===== src/rtl/stream_pkg.sv =====
// Shared types and helpers for the stream width converters.
package stream_pkg;

    typedef enum logic [0:0] {IDLE, SEND} state_t;

    // Widest lane mask the helpers below accept.
    localparam int unsigned MAX_LANES = 64;

    function automatic int unsigned lane_idx_w(input int unsigned ratio);
        return (ratio > 1) ? $clog2(ratio) : 1;
    endfunction

    function automatic logic onehot_count_is_one(input logic [MAX_LANES-1:0] mask);
        return (mask != '0) && ((mask & (mask - 64'd1)) == '0);
    endfunction

endpackage


===== src/rtl/lane_priority_enc.sv =====
// Lowest-set-bit encoder for a lane mask, with any-set and exactly-one-set flags.
module lane_priority_enc
    import stream_pkg::*;
#(
    parameter int unsigned N     = 2,
    parameter int unsigned IDX_W = lane_idx_w(N)
) (
    input  logic [N-1:0]     mask,
    output logic [IDX_W-1:0] idx,
    output logic             any,
    output logic             one
);

    // Scan downwards so the lowest set bit is the last one written.
    always_comb begin
        idx = '0;
        for (int i = int'(N) - 1; i >= 0; i--) begin
            if (mask[i]) begin
                idx = IDX_W'(i);
            end
        end
    end

    assign any = |mask;
    assign one = onehot_count_is_one(MAX_LANES'(mask));

endmodule


===== src/rtl/stream_downsize.sv =====
// Wide-to-narrow stream converter: emits the kept lanes of each beat in ascending order.
// Optional STREAM_DOWNSIZE_BYPASS_EN loads the next beat as the final lane leaves.
module stream_downsize
    import stream_pkg::*;
#(
    parameter int unsigned T_DATA_WIDTH = 4,
    parameter int unsigned T_DATA_RATIO = 2
) (
    input  logic                    clk,
    input  logic                    rst_n,
    input  logic [T_DATA_WIDTH-1:0] s_data_i [T_DATA_RATIO],
    input  logic [T_DATA_RATIO-1:0] s_keep_i,
    input  logic                    s_last_i,
    input  logic                    s_valid_i,
    output logic                    s_ready_o,
    output logic [T_DATA_WIDTH-1:0] m_data_o,
    output logic                    m_last_o,
    output logic                    m_valid_o,
    input  logic                    m_ready_i
);

    localparam int unsigned IDX_W = lane_idx_w(T_DATA_RATIO);

    state_t                  state;
    logic [T_DATA_WIDTH-1:0] data_buf [T_DATA_RATIO];
    logic [T_DATA_RATIO-1:0] rem;
    logic                    last_r;

    logic [IDX_W-1:0]        lane;
    logic                    rem_any;
    logic                    rem_one;
    logic                    m_hs;
    logic                    s_acc;
    logic                    keep_nz;

    lane_priority_enc #(
        .N     (T_DATA_RATIO),
        .IDX_W (IDX_W)
    ) u_rem_enc (
        .mask (rem),
        .idx  (lane),
        .any  (rem_any),
        .one  (rem_one)
    );

    assign m_valid_o = (state == SEND) && rem_any;
    assign m_hs      = m_valid_o && m_ready_i;
    assign m_last_o  = m_valid_o && last_r && rem_one;
    assign m_data_o  = m_valid_o ? data_buf[lane] : '0;

`ifdef STREAM_DOWNSIZE_BYPASS_EN
    assign s_ready_o = !rst_n && ((state == IDLE) || (m_hs && rem_one));
`else
    assign s_ready_o = !rst_n && (state == IDLE);
`endif

    assign s_acc   = s_valid_i && s_ready_o;
    assign keep_nz = (s_keep_i != '0);

    // Zero-keep beats are accepted but never loaded, so they produce no output.
    always_ff @(posedge clk or posedge rst_n) begin
        if (rst_n) begin
            state    <= IDLE;
            data_buf <= '{default: '0};
            rem      <= '0;
            last_r   <= 1'b0;
        end else begin
            unique case (state)
                IDLE: begin
                    if (s_acc && keep_nz) begin
                        data_buf <= s_data_i;
                        rem      <= s_keep_i;
                        last_r   <= s_last_i;
                        state    <= SEND;
                    end
                end
                SEND: begin
                    if (m_hs) begin
                        rem[lane] <= 1'b0;
                        if (rem_one) begin
`ifdef STREAM_DOWNSIZE_BYPASS_EN
                            if (s_acc && keep_nz) begin
                                data_buf <= s_data_i;
                                rem      <= s_keep_i;
                                last_r   <= s_last_i;
                            end else begin
                                state <= IDLE;
                            end
`else
                            state <= IDLE;
`endif
                        end
                    end
                end
                default: state <= IDLE;
            endcase
        end
    end

endmodule


===== config.mk =====
export PLATFORM = sky130hd
export DESIGN_NAME = stream_downsize
export DESIGN_NICKNAME = d
export VERILOG_FILES = /design/src/rtl/stream_pkg.sv /design/src/rtl/lane_priority_enc.sv /design/src/rtl/stream_downsize.sv
export SDC_FILE = /design/constraint.sdc
export NUM_CORES = 1
export LEC_CHECK = 0
export ABC_AREA = 1
export BUFFER_PORTS_ARGS = -buffer_cell sky130_fd_sc_hd__clkbuf_2
export CORE_UTILIZATION = 45
export CTS_CLUSTER_DIAMETER = 80
export CTS_CLUSTER_SIZE = 12
export DETAILED_ROUTE_END_ITERATION = 12
export GPL_TIMING_DRIVEN = 1
export MAX_ROUTING_LAYER = met4
export PLACE_DENSITY_LB_ADDON = 0.08
export RECOVER_POWER = 25
export SYNTH_ARGS = -nofsm -noshare
export SYNTH_HDL_FRONTEND = slang
export SYNTH_SLANG_ARGS = --single-unit

===== constraint.sdc =====
create_clock -name clk -period 1.5 [get_ports clk]
set_clock_uncertainty 0.2 [all_clocks]
set_input_delay 0.075 -clock clk [delete_from_list [all_inputs] [get_ports clk]]
set_output_delay 0.075 -clock clk [all_outputs]
set_load 0.01 [all_outputs]

==> impl_metrics.tcl <==
set metrics [dict create \
    tightestPinTransition_ns 0.457 \
    drive_gt1_share_pct 40.8 \
    final_cell_mix "nand2_1, clkbuf_2, inv_1, dlygate4sd3_1, dfrtp_1" \
    finalCriticalPeriod_ns 1.60 \
    synth-seq-area-share_pct 43.1 \
    yosysTopAreaCellShare_pct 43.1 \
    crit_family "flip-flops" \
    drtIter0Drc 11 \
    via_per_inst 4.54 \
    grt_overflow_total 0 \
    path_class "flop to primary output" \
    cp_data_required_time_ns 1.22 \
    layout_setup_ws_ns -0.0959 \
    cts_max_level 1 \
    cts_tree "done" \
    initial_utilization_pct 51.0 \
    gp_congestion 0.740 \
    violations "setup timing" \
    worstPathMaxFanout 4 \
    r2r_end "rem[1]$_DFFE_PP0P_" \
    hpwlAfterDp_um 926 \
    leakagePower_nw 0.562 \
    area_delta_synth_final_pct 50.3 \
    clock.fmax_mhz 627 \
    netlist_area_um2 697 \
    ys_types 13 \
    r2r_start "rem[1]$_DFFE_PP0P_" \
    rows 13 \
    ys_ff_latch 12 \
    worstHoldPathType "input pin to flop" \
    crit_buf_inv 4 \
    hold_start "s_valid_i" \
    remaining_drc_errors 0 \
    die_h_um 41.4 \
    cts_buffers 3 \
    dp_slack_ns 0.0595 \
    cts-root-buf "clkbuf_4" \
    timing.setup.tns_ns -0.530 \
    outcome "finished, violations left" \
    rsz0062_at_grt "yes" \
    io_buffers 21 \
    ir_drop_mv 1.07 \
    synthCells 85 \
    synth_area_leaders "dfrtp_1, nand2_1, o21ai_2, inv_1, ha_1" \
    avgRoutedWirePerCell_um 11.0 \
    grt_pass1_vias 441 \
    reg2reg_slack_ns 0.01 \
    p_total_w 0.00166 \
    end_kind "primary output" \
    clock_sinks 12 \
    clkTransAtPathRegs_ns 0.07 \
    avgSynthCellArea_um2 8.20 \
    syn_nets 103 \
    setup_violations 6 \
    ios 22 \
    grt_max_degree 23 \
    nets 144 \
    min_delay_worst_endpoint "data_buf[2]$_DFFE_PP0P_" \
    hold_depth 3 \
    grt_pass1_wl_mm 1.85 \
    cp_slowest_cell "dfrtp_2" \
    drt-total-wl_mm 1.54 \
    insertion_delay_ns 0.28 \
    power_density_nw_per_um2 1580 \
    path_cells "inv_2 > ha_4 > nor2_4 > buf_4 > buf_6 > buf_6" \
    hold_viol 0 \
    fin_crit_sh_pct 106 \
    ant_nets 0 \
    maxSlewViolCount 0 \
    cap_violations 0 \
    track_usage_pct 18.8 \
    drt-pass1-iter-count 4 \
    ys_warn_count 0 \
    start_kind "flop" \
    antenna_cells 0 \
    clk_path_buf_depth 2 \
    relSlewSlack_pct 69.5 \
    antenna_found_initial 0 \
    max_stage_delay_ns 0.45 \
    final_common_cell "nand2_1" \
    die-area_um2 1710 \
    vias 635 \
    crit_arrival_ns 1.32 \
    core_area_um2 1370 \
    die_w_um 41.4 \
    yosys.area.top_type "dfrtp_1" \
    timing.critical_path.mode_cell "buf_6" \
    r2r_cells 9 \
]
## per-layer routing
layer / wire, um / global-route usage (%)
met5: 0 / -
met4: 19 / 9.68
met3: 73 / 11.2
met2: 745 / 26.2
met1: 705 / 21.0
## registers in the layout, summed over array words and instances, names as in the netlist
signal,count
data_buf,8
last_r,1
rem,2
state,1
## worst register-to-register path, cell delays in order (launching register included)
cell,delay [ns]
dfrtp_2,0.45
inv_2,0.08
ha_4,0.13
nor2_4,0.03
buf_4,0.13
buf_6,0.12
nand2_4,0.06
nand2_2,0.06
nand2_1,0.08
nand2_1,0.05
## power by group
part           switching [W]  total [W]  leakage [nW]  internal, W
registers           0.000105   0.000576         0.148     0.000471
logic               0.000428   0.000822         0.393     0.000394
clock network       0.000109   0.000257        0.0210     0.000148
## synth_stat cells
library cell  number
nor2_2             1
buf_6              2
nor2_1             1
nand3_4            1
nand2_1           28
o21ai_2            9
o21ai_0            2
nor2_4             1
ha_1               3
inv_1             17
nand3_1            4
a21oi_1            4
dfrtp_1           12
## cell type report
cell class              count  area, um^2
fillers                   107         319
repair buffers             38         274
clock buffers               4        36.3
flip-flops and latches     12         302
well taps                  15        18.8
multi-input cells          54         353
inverters                  17        63.8
## cells by family (layout without fill, tap and decap cells)
family,after synthesis,count (layout),share of synthesized area [%]
AND/OR/NAND/NOR,36,36,23.5
adder cells (fa/ha/maj),3,3,5.39
flip-flops,12,12,43.1
AO/OA/AOI/OAI,15,15,15.6
buffers and inverters,19,59,12.4
## repair_timing
| action | 4_1_cts | 5_1_grt |
|---|---|---|
| endpoints found under the hold margin | 24 | 0 |
| gates resized for setup | 5 | 17 |
| hold buffers | 13 | 0 |
| endpoints found under the setup margin | 5 | 8 |
| setup buffers | 1 | 1 |
| pin swaps | 1 | 3 |
## worst max-delay path by stage
| stage | startpoint | endpoint | slack, ns | cells after the start |
|---|---|---|---|---|
| after floorplan | rem[0]$_DFFE_PP0P_ | m_data_o[0] | 0.12 | 5 |
| after global placement | rem[1]$_DFFE_PP0P_ | m_data_o[3] | 0.04 | 6 |
| after detailed placement | rem[1]$_DFFE_PP0P_ | m_data_o[3] | 0.06 | 6 |
| after CTS | rem[0]$_DFFE_PP0P_ | m_data_o[3] | -0.13 | 5 |
| after global routing | rem[1]$_DFFE_PP0P_ | m_last_o | -0.19 | 6 |
| final | rem[1]$_DFFE_PP0P_ | m_valid_o | -0.1 | 6 |
## through the flow
stage          utilization, %  hold WS, ns  instance area, um^2  instances
2_1_floorplan               -       -0.260                  697         85
6_report                 76.6       0.0551                 1050        140
4_1_cts                  72.9       0.0550                  996        139
3_5_place_dp             59.5      -0.0850                  813        121
5_1_grt                  76.6       0.0608                 1050        140
3_3_place_gp             59.5      -0.0989                  813        121
(Power assumes the default switching activity.)
